<file path="src/rtl/aes_inv_key_schedule_pkg.sv">
// Shared types and helpers for the reverse AES-256 key schedule (AES_INV_KEY_EQUIV_EN adds InvMixColumns).
// Latency: combinational helpers only.
// Backpressure: not applicable.
package aes_inv_key_schedule_pkg;

  localparam int AES_KEY_LENGTH       = 256;
  localparam int AES_BLOCK_SIZE       = 128;
  localparam int AES_WORD_SIZE        = 32;
  localparam int AES_NUMBER_OF_ROUNDS = 14;
  localparam int RND_W                = 4;

  localparam logic [RND_W-1:0] LAST_RND = RND_W'(AES_NUMBER_OF_ROUNDS);

  typedef enum logic {
    INV_IDLE,
    INV_STREAM
  } inv_key_state_e;

  // Rcon for the even backward steps; index is round/2 (1..7).
  function automatic logic [AES_WORD_SIZE-1:0] rcon(input logic [2:0] idx);
    logic [7:0] rc;
    case (idx)
      3'd1:    rc = 8'h01;
      3'd2:    rc = 8'h02;
      3'd3:    rc = 8'h04;
      3'd4:    rc = 8'h08;
      3'd5:    rc = 8'h10;
      3'd6:    rc = 8'h20;
      3'd7:    rc = 8'h40;
      default: rc = 8'h00;
    endcase
    return {rc, 24'h000000};
  endfunction

  function automatic logic [7:0] gf_mul(input logic [7:0] a, input logic [7:0] b);
    logic [7:0] p;
    logic [7:0] x;
    p = 8'h00;
    x = a;
    for (int i = 0; i < 8; i++) begin
      if (b[i]) p = p ^ x;
      x = {x[6:0], 1'b0} ^ (x[7] ? 8'h1b : 8'h00);
    end
    return p;
  endfunction

  // S-box as x^254 in GF(2^8) followed by the affine map; 0 maps to 0x63.
  function automatic logic [7:0] sbox(input logic [7:0] a);
    logic [7:0] sq;
    logic [7:0] inv;
    sq  = a;
    inv = 8'h01;
    for (int i = 1; i < 8; i++) begin
      sq  = gf_mul(sq, sq);
      inv = gf_mul(inv, sq);
    end
    return inv ^ {inv[6:0], inv[7]} ^ {inv[5:0], inv[7:6]} ^
           {inv[4:0], inv[7:5]} ^ {inv[3:0], inv[7:4]} ^ 8'h63;
  endfunction

`ifdef AES_INV_KEY_EQUIV_EN
  function automatic logic [AES_WORD_SIZE-1:0] inv_mix_col(input logic [AES_WORD_SIZE-1:0] c);
    logic [7:0] a0, a1, a2, a3;
    {a0, a1, a2, a3} = c;
    return {gf_mul(a0, 8'h0e) ^ gf_mul(a1, 8'h0b) ^ gf_mul(a2, 8'h0d) ^ gf_mul(a3, 8'h09),
            gf_mul(a0, 8'h09) ^ gf_mul(a1, 8'h0e) ^ gf_mul(a2, 8'h0b) ^ gf_mul(a3, 8'h0d),
            gf_mul(a0, 8'h0d) ^ gf_mul(a1, 8'h09) ^ gf_mul(a2, 8'h0e) ^ gf_mul(a3, 8'h0b),
            gf_mul(a0, 8'h0b) ^ gf_mul(a1, 8'h0d) ^ gf_mul(a2, 8'h09) ^ gf_mul(a3, 8'h0e)};
  endfunction

  function automatic logic [AES_BLOCK_SIZE-1:0] inv_mix_key(input logic [AES_BLOCK_SIZE-1:0] k);
    return {inv_mix_col(k[127:96]), inv_mix_col(k[95:64]),
            inv_mix_col(k[63:32]), inv_mix_col(k[31:0])};
  endfunction
`endif

endpackage

</file>
<file path="src/rtl/aes_inv_key_step.sv">
// One backward step of the AES-256 expansion: (rk r-1, rk r, r) -> rk r-2.
// Latency: combinational. Backpressure: not applicable.
// Word ordering matches the forward expansion, word 1 in the top 32 bits.
module aes_inv_key_step
  import aes_inv_key_schedule_pkg::*;
(
  input  logic [AES_BLOCK_SIZE-1:0] hi_i,
  input  logic [AES_WORD_SIZE-1:0]  lo_w4_i,
  input  logic [RND_W-1:0]          round_i,
  output logic [AES_BLOCK_SIZE-1:0] rk_o
);

  logic [AES_WORD_SIZE-1:0] h1, h2, h3, h4;
  logic [AES_WORD_SIZE-1:0] sub_in, sub_out, f_out;

  assign {h1, h2, h3, h4} = hi_i;

  // Even rounds use the RotWord+Rcon path; odd rounds only SubWord.
  assign sub_in = round_i[0] ? lo_w4_i : {lo_w4_i[23:0], lo_w4_i[31:24]};

  for (genvar g = 0; g < 4; g++) begin : g_sbox
    aes_sbox u_sbox (
      .in_byte  (sub_in[8*g +: 8]),
      .out_byte (sub_out[8*g +: 8])
    );
  end

  assign f_out = round_i[0] ? sub_out : (sub_out ^ rcon(round_i[3:1]));
  assign rk_o  = {h1 ^ f_out, h2 ^ h1, h3 ^ h2, h4 ^ h3};

endmodule

</file>
<file path="src/rtl/aes_sbox.sv">
// AES forward S-box, one byte.
// Latency: combinational.
// Backpressure: not applicable.
module aes_sbox
  import aes_inv_key_schedule_pkg::*;
(
  input  logic [7:0] in_byte,
  output logic [7:0] out_byte
);

  assign out_byte = sbox(in_byte);

endmodule

</file>
<file path="src/rtl/aes_inv_key_schedule.sv">
// Streams AES-256 round keys 14..0 from rk13/rk14; AES_INV_KEY_EQUIV_EN emits InvMixColumns keys for 1..13.
// Latency: first key valid one cycle after load, then one key per cycle.
// Backpressure: outputs hold while rk_ready is low; key_ready only in idle.
module aes_inv_key_schedule
  import aes_inv_key_schedule_pkg::*;
(
  input  logic                      clk,
  input  logic                      rst_n,
  input  logic                      key_valid,
  output logic                      key_ready,
  input  logic [AES_KEY_LENGTH-1:0] key_in,
  output logic                      rk_valid,
  input  logic                      rk_ready,
  output logic [AES_BLOCK_SIZE-1:0] rk_data,
  output logic [RND_W-1:0]          rk_round,
  output logic                      rk_last
);

  inv_key_state_e              state_q, state_d;
  logic [AES_BLOCK_SIZE-1:0]   lo_q, lo_d;
  logic [AES_BLOCK_SIZE-1:0]   hi_q, hi_d;
  logic [RND_W-1:0]            round_q, round_d;
  logic [AES_BLOCK_SIZE-1:0]   step_rk;

  aes_inv_key_step u_step (
    .hi_i    (hi_q),
    .lo_w4_i (lo_q[AES_WORD_SIZE-1:0]),
    .round_i (round_q),
    .rk_o    (step_rk)
  );

  always_comb begin
    state_d = state_q;
    lo_d    = lo_q;
    hi_d    = hi_q;
    round_d = round_q;
    case (state_q)
      INV_IDLE: begin
        if (key_valid) begin
          lo_d    = key_in[AES_KEY_LENGTH-1:AES_BLOCK_SIZE];
          hi_d    = key_in[AES_BLOCK_SIZE-1:0];
          round_d = LAST_RND;
          state_d = INV_STREAM;
        end
      end
      INV_STREAM: begin
        if (rk_ready) begin
          if (round_q == '0) begin
            state_d = INV_IDLE;
          end else begin
            // At round 1 the step result is never emitted, so lo is don't-care.
            hi_d    = lo_q;
            lo_d    = step_rk;
            round_d = round_q - 1'b1;
          end
        end
      end
      default: state_d = INV_IDLE;
    endcase
  end

  always_ff @(posedge clk or negedge rst_n) begin
    if (!rst_n) begin
      state_q <= INV_IDLE;
      lo_q    <= '0;
      hi_q    <= '0;
      round_q <= '0;
    end else begin
      state_q <= state_d;
      lo_q    <= lo_d;
      hi_q    <= hi_d;
      round_q <= round_d;
    end
  end

  assign key_ready = (state_q == INV_IDLE);
  assign rk_valid  = (state_q == INV_STREAM);
  assign rk_round  = round_q;
  assign rk_last   = rk_valid && (round_q == '0);

`ifdef AES_INV_KEY_EQUIV_EN
  assign rk_data = ((round_q != '0) && (round_q != LAST_RND)) ? inv_mix_key(hi_q) : hi_q;
`else
  assign rk_data = hi_q;
`endif

endmodule

</file>
<file path="config.mk">
export PLATFORM = sky130hd
export DESIGN_NAME = aes_inv_key_schedule
export DESIGN_NICKNAME = d
export VERILOG_FILES = /design/src/rtl/aes_inv_key_schedule_pkg.sv /design/src/rtl/aes_inv_key_step.sv /design/src/rtl/aes_sbox.sv /design/src/rtl/aes_inv_key_schedule.sv
export SDC_FILE = /design/constraint.sdc
export NUM_CORES = 2
export LEC_CHECK = 0
export CAP_MARGIN = 10
export CORE_ASPECT_RATIO = 0.9
export CORE_MARGIN = 2
export CORE_UTILIZATION = 45
export CTS_BUF_LIST = sky130_fd_sc_hd__clkbuf_16
export DETAILED_ROUTE_END_ITERATION = 7
export GPL_TIMING_DRIVEN = 0
export PLACE_DENSITY = 0.71
export SLEW_MARGIN = 20
export SYNTH_ARGS = -nofsm -noshare
export SYNTH_HDL_FRONTEND = slang
export SYNTH_SLANG_ARGS = --single-unit
</file>
<file path="constraint.sdc">
create_clock -name clk -period 47.8 [get_ports clk]
set_input_delay 9.56 -clock clk [delete_from_list [all_inputs] [get_ports clk]]
set_output_delay 9.56 -clock clk [all_outputs]
set_load 0.02 [all_outputs]
</file>
==> reports/metrics.yaml <==
slowest_delay_ns: 0.82
routed_wl_um: 279000
grt_max_degree: 93
die-area_um2: 164000
die_h_um: 385
grt_overflow: 0
grt_pass1_wl_um: 417000
period_needed_ns: 23.51
setup_violations: 0
area_growth_pct: 10.8
ys_seq_area_share_pct: 9.01
grt_pass1_vias: 66400
synthesis.area_um2: 72500
clkTransAtPathRegs_ns: 0.06
postCtsSetupBuffers: 0
register_area_um2: 6530
hold_viol: 0
final.setup.tns_ns: 0
worstPathMaxFanout: 10
avgSynthCellArea_um2: 7.83
ctsLongestPathBuffers: 3
hold_class: "reg2reg"
slowest_stage: "xnor2_1"
synthArstFlopShare_pct: 100
start_util_pct: 45.4
fillers: 15500
r2r_setup_slack_ns: 24.29
ys.flop_type: "dfrtp_1"
grt_usage_pct: 32.3
firstDrtPassIters: 8
slew_headroom_pct: 20.1
rr_startpoint: "rk_round[0]$_DFFE_PN0P_"
dpl_worst_slack_ns: 25.25
yosysWarnings: 0
critical_path_class: "reg2reg"
drive_gt1_share_pct: 7.05
crit_top_cell: "xnor2_1"
worst_skew_pair.late_latency_ns: 0.64
drv_slew: 0
tightest_slew_ns: 1.19
die_x_um: 427
gp_congestion: 1.03
drtIter0Drc: 8778
tritoncts: "yes"
r2r-end: "lo_q[127]$_DFFE_PN0P_"
rr_worst_depth: 70
synth_nets: 9544
setup_slack_ns: 24.29
clock-sinks: 261
core_area_um2: 160000
synth_seq_cells: 261
startpoint_type: "flip-flop"
final.setup_skew_ns: 0.0431
dp_hpwl_um: 219000
status: "complete, no violations"
viasPerCell: 6.06
wire_per_inst_um: 23.5
cts-resized-gates: 0
netlist-cell-type-count: 129
fin_nets: 9974
period_share_pct: 49.2
cts_hold_buf: 0
cp.required_ns: 48.29
vias: 71800
drv_cap: 0
h-tree-depth: 1
antenna_left: 0
grt_antenna_before_repair: 26
drc_errors: 0
clock.fmax_mhz: 42.5
io_pins: 395
hold_path_end: "lo_q[53]$_DFFE_PN0P_"
hp-start: "lo_q[53]$_DFFE_PN0P_"
holdPathStages: 2
postSynthCellCount: 9263
clk_root_buffer_cell: "clkbuf_16"
numCtsBuffers: 31
row_count: 139
multi_input_comb_area_um2: 62600
cp.arrival_ns: 24.00
io_buffers: 394
rsz0062_at_grt: "no"
synth_edf_count: 0
end_kind: "flip-flop"
==> layout make-up <==
type	instances	area share, %
multi-input cells	8238	77.9
flip-flops and latches	261	8.13
repair buffers	397	5.02
plain buffers	666	3.83
well taps	2115	3.29
clock buffers	31	0.966
inverters	98	0.461
clock inverters	26	0.277
diodes	25	0.0779
==> sequential cells by signal, indices dropped and copies added, names as in the netlist <==
register and cells:
lo_q 128, rk_data 128, rk_round 4, rk_valid 1
==> stage by stage <==
| stage | instances | hold slack [ns] | utilization (%) | cell area (um^2) |
|---|---|---|---|---|
| after global routing | 11900 | 0.506 | 50.2 | 80300 |
| after CTS | 11800 | 0.483 | 50.2 | 80200 |
| after detailed placement | 11800 | 0.470 | 49.6 | 79200 |
| after global placement | 11800 | 0.461 | 49.5 | 79100 |
| final | 11900 | 0.479 | 50.2 | 80300 |
| after floorplan | 9263 | 0.449 | - | 72500 |
==> cells in the mapped netlist, types with 38 or more instances <==
master | instances | area (um^2)
buf_2 | 158 | 791
mux2i_1 | 401 | 4010
a211oi_1 | 87 | 653
a21oi_1 | 480 | 2400
mux2_2 | 59 | 664
nor2_1 | 1177 | 4420
o211ai_1 | 73 | 548
nor3_1 | 199 | 996
buf_4 | 53 | 398
xor2_1 | 404 | 3540
xor3_1 | 46 | 1090
a31oi_1 | 71 | 444
nand2_1 | 1101 | 4130
nand2b_1 | 76 | 475
xnor2_2 | 104 | 1690
clkbuf_1 | 379 | 1420
o22ai_1 | 99 | 619
a22oi_1 | 52 | 390
nand3_1 | 191 | 956
xnor2_1 | 1596 | 14000
and2_1 | 47 | 294
nor2b_1 | 65 | 407
xor2_2 | 38 | 618
inv_1 | 76 | 285
xnor3_1 | 398 | 8960
and3_1 | 39 | 244
o21ai_1 | 77 | 385
dfrtp_1 | 261 | 6530
o21ai_0 | 570 | 2850
buf_1 | 53 | 199
==> cell families (layout without fill, tap and decap cells) <==
group           after synthesis  count (layout)  synth area share, %
mux                         490             490                 7.15
simple gates               3127            3127                 18.7
buf+inv                     764            1218                 4.74
flops                       261             261                 9.01
fa+ha+maj                    23              23                0.390
compound gates             1962            1962                 17.0
xor+xnor                   2636            2636                 43.0
other cells                   0              25                    0
==> per-layer routing <==
layer / track usage, % / part of all wire, % / vias up
met1: 43.4 / 41 / 34800
met2: 51.5 / 45 / 3594
met5: 0 / 0.0093 / -
li1: - / - / 32900
met3: 3.85 / 7.8 / 567
met4: 15.5 / 5.4 / 4
==> placed cells by master (no fill, tap or decap), drive strengths merged, types with 191 or more instances in the layout <==
master         count
xnor2           1713
nor2            1189
nand2           1103
o21ai            649
a21oi            485
xor2             446
xnor3            426
mux2i            419
clkbuf           411
clkdlybuf4s50    393
buf              289
dfrtp            261
nor3             203
nand3            191
==> worst max-delay path, delay by kind of cell (launching register included) <==
| family | cells | cell delay [ns] |
|---|---|---|
| AO/OA/AOI/OAI | 18 | 5.77 |
| XOR/XNOR | 13 | 5.35 |
| adder cells (fa/ha/maj) | 4 | 1.51 |
| buffers and inverters | 20 | 5.44 |
| flip-flops | 1 | 0.61 |
| multiplexers | 4 | 1.68 |
| AND/OR/NAND/NOR | 11 | 2.94 |
==> how the worst max path moves through the flow <==
stage / startpoint / slack, ns / to / cells past startpoint
floorplan: rk_round[0]$_DFFE_PN0P_ / 30.30 / lo_q[120]$_DFFE_PN0P_ / 71
global placement: rst_n / 25.11 / lo_q[87]$_DFFE_PN0P_ / 1
detailed placement: rk_round[0]$_DFFE_PN0P_ / 25.25 / lo_q[127]$_DFFE_PN0P_ / 70
CTS: rk_round[0]$_DFFE_PN0P_ / 25.15 / lo_q[127]$_DFFE_PN0P_ / 71
global route: rk_round[0]$_DFFE_PN0P_ / 23.14 / lo_q[127]$_DFFE_PN0P_ / 70
finish: rk_round[0]$_DFFE_PN0P_ / 24.29 / lo_q[127]$_DFFE_PN0P_ / 70
Power is left out: the tool's default activity adds up to more than one toggle a clock period on the data nets, which glitch-free logic cannot reach.
